--- src/rtl/reg_file_pkg.sv ---
// reg_file_pkg: opcode constants, size defaults and the write-intent decode
// shared by the register file and its hazard pipeline.
package reg_file_pkg;

    localparam int DATA_W_DEF = 32;
    localparam int ADDR_W_DEF = 5;

    localparam logic [6:0] OP_LOAD_IMM = 7'b1111111;
    localparam logic [6:0] OP_NOP      = 7'b0000000;
    localparam logic [6:0] OP_ALU      = 7'b0110011;

    function automatic logic is_wr_intent(input logic [6:0] op);
        return (op == OP_LOAD_IMM) || (op == OP_ALU);
    endfunction

endpackage

--- src/rtl/rf_hazard_pipe.sv ---
// rf_hazard_pipe: destination/intent shift pipeline and source-hazard compare.
// With RF_BYPASS_EN the last stage is forwarded and so never raises a hazard.
module rf_hazard_pipe
    import reg_file_pkg::*;
#(
    parameter int ADDR_W   = ADDR_W_DEF,
    parameter int WB_DELAY = 2
) (
    input  logic              clk,
    input  logic              rst,
    input  logic [6:0]        opcode,
    input  logic [ADDR_W-1:0] rd_addr,
    input  logic [ADDR_W-1:0] rs1_addr,
    input  logic [ADDR_W-1:0] rs2_addr,
    output logic [ADDR_W-1:0] rd_wb,
    output logic              hazard
);

`ifdef RF_BYPASS_EN
    localparam int CMP_N = WB_DELAY - 1;
`else
    localparam int CMP_N = WB_DELAY;
`endif

    logic [ADDR_W-1:0]   rd_p [WB_DELAY];
    logic [WB_DELAY-1:0] vld_p;

    always_ff @(posedge clk or posedge rst) begin
        if (rst) begin
            for (int i = 0; i < WB_DELAY; i++) begin
                rd_p[i] <= '0;
            end
            vld_p <= '0;
        end else begin
            rd_p[0]  <= rd_addr;
            vld_p[0] <= is_wr_intent(opcode);
            for (int i = 1; i < WB_DELAY; i++) begin
                rd_p[i]  <= rd_p[i-1];
                vld_p[i] <= vld_p[i-1];
            end
        end
    end

    assign rd_wb = rd_p[WB_DELAY-1];

    // x0 never holds a pending value, so a zero destination never matches
    always_comb begin
        hazard = 1'b0;
        for (int i = 0; i < CMP_N; i++) begin
            if (vld_p[i] && (rd_p[i] != '0) &&
                ((rd_p[i] == rs1_addr) || (rd_p[i] == rs2_addr))) begin
                hazard = 1'b1;
            end
        end
    end

endmodule

--- src/rtl/reg_file.sv ---
// reg_file: register file with delayed write-back, x0 hardwired to zero,
// saturating write counter. Define RF_BYPASS_EN for same-cycle forwarding.
module reg_file
    import reg_file_pkg::*;
#(
    parameter int DATA_W   = DATA_W_DEF,
    parameter int ADDR_W   = ADDR_W_DEF,
    parameter int WB_DELAY = 2
) (
    input  logic              clk,
    input  logic              rst,
    input  logic [6:0]        OPCODE,
    input  logic [ADDR_W-1:0] RD_ADDR,
    input  logic [ADDR_W-1:0] RS1_ADDR,
    input  logic [ADDR_W-1:0] RS2_ADDR,
    input  logic              wr_en_RF,
    input  logic [DATA_W-1:0] Data_In_RF,
    output logic [DATA_W-1:0] RS1_DATA,
    output logic [DATA_W-1:0] RS2_DATA,
    output logic              HAZARD,
    output logic [15:0]       WR_CNT
);

    localparam int DEPTH = 2 ** ADDR_W;

    logic [DATA_W-1:0] regs [DEPTH];
    logic [ADDR_W-1:0] rd_wb;
    logic              wr_commit;

    rf_hazard_pipe #(
        .ADDR_W   (ADDR_W),
        .WB_DELAY (WB_DELAY)
    ) u_pipe (
        .clk      (clk),
        .rst      (rst),
        .opcode   (OPCODE),
        .rd_addr  (RD_ADDR),
        .rs1_addr (RS1_ADDR),
        .rs2_addr (RS2_ADDR),
        .rd_wb    (rd_wb),
        .hazard   (HAZARD)
    );

    // write-back is authoritative: the intent bit does not gate the write
    assign wr_commit = wr_en_RF && (rd_wb != '0);

    always_ff @(posedge clk or posedge rst) begin
        if (rst) begin
            for (int i = 0; i < DEPTH; i++) begin
                regs[i] <= '0;
            end
            WR_CNT <= '0;
        end else if (wr_commit) begin
            regs[rd_wb] <= Data_In_RF;
            if (WR_CNT != 16'hFFFF) begin
                WR_CNT <= WR_CNT + 16'd1;
            end
        end
    end

    always_comb begin
        RS1_DATA = (RS1_ADDR == '0) ? '0 : regs[RS1_ADDR];
        RS2_DATA = (RS2_ADDR == '0) ? '0 : regs[RS2_ADDR];
`ifdef RF_BYPASS_EN
        if (wr_commit && (rd_wb == RS1_ADDR)) begin
            RS1_DATA = Data_In_RF;
        end
        if (wr_commit && (rd_wb == RS2_ADDR)) begin
            RS2_DATA = Data_In_RF;
        end
`endif
    end

endmodule

--- config.mk ---
export PLATFORM = sky130hd
export DESIGN_NAME = reg_file
export DESIGN_NICKNAME = d
export VERILOG_FILES = /design/src/rtl/reg_file_pkg.sv /design/src/rtl/rf_hazard_pipe.sv /design/src/rtl/reg_file.sv
export SDC_FILE = /design/constraint.sdc
export NUM_CORES = 2
export LEC_CHECK = 0
export ABC_AREA = 0
export CAP_MARGIN = 40
export CORE_UTILIZATION = 40
export DETAILED_ROUTE_END_ITERATION = 12
export PLACE_DENSITY = 0.53
export SYNTH_ARGS = -nofsm -noshare
export SYNTH_HDL_FRONTEND = slang
export SYNTH_SLANG_ARGS = --single-unit
--- constraint.sdc ---
create_clock -name clk -period 57.1 [get_ports clk]
set_input_delay 11.42 -clock clk [delete_from_list [all_inputs] [get_ports clk]]
set_output_delay 11.42 -clock clk [all_outputs]
set_load 0.02 [all_outputs]
==> impl_metrics.tcl <==
set metrics [dict create \
    status "finished, final reports clean" \
    hold_violations 0 \
    ys_types 48 \
    clkPwrFrac 0.354 \
    p_seq_frac 0.443 \
    finalCriticalPeriod_ns 27.53 \
    cts_hold_buf 0 \
    port_buffers 137 \
    cts_root_buf "clkbuf_16" \
    synth_ff_type "dfrtp_1" \
    cap_violations 0 \
    rsz0062_at_grt "no" \
    fin_nets 3917 \
    drc 0 \
    combPwrFrac 0.203 \
    yosys_warnings 0 \
    cpPeakStageDelay_ns 0.74 \
    multi_input_area_sq_um 27870 \
    wl_per_cell_um 33.89 \
    intPower_uw 1611 \
    seqCellArea_sq_um 26330 \
    worst-setup-path-type "in2out" \
    syn2layout_area_growth_pct 14.63 \
    startpoint_type "input pin" \
    max_slew_margin 0.3759 \
    synth-edff-count 0 \
    synth-simple-area-share 0.02461 \
    slew_viol_final 0 \
    cts_sinks 1052 \
    die_h_um 375.9 \
    synth-seq-area-share 0.4707 \
    clockBufferDepth 3 \
    finClkSkew_ns 0.02498 \
    grt_pass1_wl_um 286000 \
    dp_hpwl_um 119200 \
    synth_top_family_by_area "multiplexers" \
    vias 36600 \
    crit_top_cell "buf_4" \
    synth.area.mux_share 0.4182 \
    p_sw_uw 619.9 \
    hold_path_class "reg2reg" \
    cts_resized 0 \
    power.density_nw_per_um2 34.81 \
    synth_fa_ha_area_frac 0.0002237 \
    antenna_found_initial 12 \
    period_share 0.4822 \
    dieArea_sq_um 141300 \
    synth_seq_cells 1052 \
    fp-row-count 136 \
    vias_per_cell 6.291 \
    postRouteWirelength_um 197100 \
    path_cells "buf_8 -> buf_4 -> buf_4 -> buf_4 -> mux4_2 -> nor2b_1 -> a211oi_1 -> a2111oi_1 -> buf_2 -> clkdlybuf4s50_1" \
    crit_path_max_fanout 42 \
    hold_ws_ns 0.3954 \
    p_leak_uw 0.02785 \
    drive_above_1_share 0.4669 \
    crit_path_top_delay_cell "buf_4" \
    gp_congestion 0.7873 \
    overflow 0 \
    arrival_ns 16.11 \
    syn-cell-area_sq_um 55920 \
    cts_tree "built" \
    yosys.area_share.xor_xnor 0.005168 \
    grt_util_all_layers 0.2812 \
    fmax_mhz 36.32 \
    switching_share 0.2778 \
    synth_compound_area_frac 0.04446 \
    required_ns 45.68 \
    core_region_area_sq_um 138200 \
    cts-htree-levels 3 \
    postCtsSetupBuffers 0 \
    cts.clk_slew.worst_paths_ns 0.06 \
    antenna_left 0 \
    ios 138 \
    drtIter0Drc 3343 \
    syn_area_per_cell_sq_um 14.49 \
    async_flop_share 1.000 \
    syn_inst 3860 \
    ir_worst_vdd_v 0.00002397 \
    synth_fp_nets 3918 \
    grt_pass1_vias 37510 \
    die_w_um 375.9 \
    grt_max_degree 91 \
    start_util 0.4047 \
    end_kind "output port" \
    fin_tns_setup_ns 0 \
    fillers 12350 \
    insertion_delay_ns 0.75 \
    finalSetupViolCount 0 \
    tightest_slew_ns 0.9339 \
    dr.pass1.iters 5 \
    numCtsBuffers 120 \
]
per-layer routing:
| layer | global-route usage | wire [um] | up-vias | part of all wire |
|---|---|---|---|---|
| met1 | 0.4006 | 86960 | 20070 | 0.44 |
| met5 | 0 | 97 | - | 0.00049 |
| li1 | - | - | 14840 | - |
| met2 | 0.4388 | 91180 | 1347 | 0.46 |
| met4 | 0.08433 | 6234 | 14 | 0.032 |
| met3 | 0.04860 | 12660 | 328 | 0.064 |
worst max-delay path, delay by kind of cell:
family | cells | cell delay, ns
AOI/OAI and AO/OA | 2 | 0.69
buffers and inverters | 6 | 3.25
and+or+nand+nor | 1 | 0.14
muxes | 1 | 0.35
per-stage QoR:
step	cell area, sq um	utilization	std cells	power (uW)	setup slack, ns
floorplan	55920	-	3860	1303	16.07
global placement	58660	0.4246	5519	1434	28.54
detailed placement	60110	0.4350	5599	1452	29.59
CTS	64090	0.4639	5814	2245	29.58
global route	64100	0.4639	5815	2325	29.41
finish	64100	0.4639	5817	2231	29.57
area by class of cell:
type / instances / share of cell area
sequential: 1052 / 0.4107
tap: 1863 / 0.03636
inverter: 4 / 0.0003513
antenna: 2 / 0.00007807
timing repair buffer: 313 / 0.05571
clock buffer: 186 / 0.05639
clock inverter: 29 / 0.005719
multi-input combinational: 2368 / 0.4347
cells in the mapped netlist, types with 2 or more instances:
cell type,instances,area share
a2111oi_0,21,0.0033
a211oi_1,100,0.013
a21oi_1,28,0.0025
a221oi_1,51,0.0080
a221oi_2,2,0.00054
a22oi_1,41,0.0055
a31oi_1,6,0.00067
and2_1,2,0.00022
and3_1,3,0.00034
buf_1,28,0.0019
buf_2,146,0.013
buf_4,32,0.0043
buf_6,12,0.0024
clkbuf_1,218,0.015
dfrtp_1,1052,0.47
inv_1,4,0.00027
mux2_2,1045,0.21
mux2i_1,296,0.053
mux4_2,384,0.15
nand2_1,102,0.0068
nand2b_1,3,0.00034
nand3_1,12,0.0011
nand3b_1,4,0.00054
nand4_1,36,0.0040
nand4b_1,4,0.00063
nor2_1,47,0.0032
nor2b_1,41,0.0046
nor3_1,9,0.00081
nor3b_1,3,0.00040
nor4_1,2,0.00022
o21ai_0,12,0.0011
o221ai_1,31,0.0049
o22ai_1,33,0.0037
o31ai_1,2,0.00027
or2_2,2,0.00022
or3_1,3,0.00034
xnor2_1,18,0.0028
xor2_1,15,0.0023
power by group through the flow:
stage,logic (uW),clock network [uW],registers [uW]
final,454,789,989
after global routing,486,834,1010
after CTS,457,804,985
after detailed placement,455,0,997
after global placement,439,0,995
after floorplan,338,0,966
final timing paths:
path                                      start            to  slack, ns  cells past startpoint
worst max register to register  u_pipe.rd_wb[4]     regs[356]      53.85                      6
worst max-delay path                RS2_ADDR[0]  RS2_DATA[11]      29.57                     10
min in group asynchronous                   rst     regs[201]      11.12                      2
worst min register to register        regs[998]     regs[998]       0.40                      0
worst min-delay path                  regs[998]     regs[998]       0.40                      0
max in group asynchronous                   rst     regs[189]      42.78                      8
cells by family after synthesis:
logic type	count (synthesis)
adder cells (fa/ha/maj)	1
buffers and inverters	440
flip-flops	1052
XOR/XNOR	33
AO/OA/AOI/OAI	331
multiplexers	1726
AND/OR/NAND/NOR	277
flip-flops by register name (all words and copies together) (netlist names):
name          flops
regs           1024
WR_CNT           16
u_pipe.rd_p       5
u_pipe.rd_wb      5
u_pipe.vld_p      2
cells in the final DEF, fill, tap and decap left out, drive strengths merged, types with 8 or more instances in the layout:
cell type and instances:
nor2 47, buf 185, a21oi 28, clkbuf 187, nand3 12, clkdlybuf4s50 127
a221oi 53, o221ai 31, xnor2 18, o21ai 12, nand4 36, a2111oi 21
nor3 9, mux4 384, nor2b 41, mux2 1046, xor2 15, a22oi 41
dfrtp 1052, mux2i 296, clkinv 18, o22ai 33, bufinv 8, nand2 102
a211oi 100
Note: power is estimated with default switching activity, not from simulation.
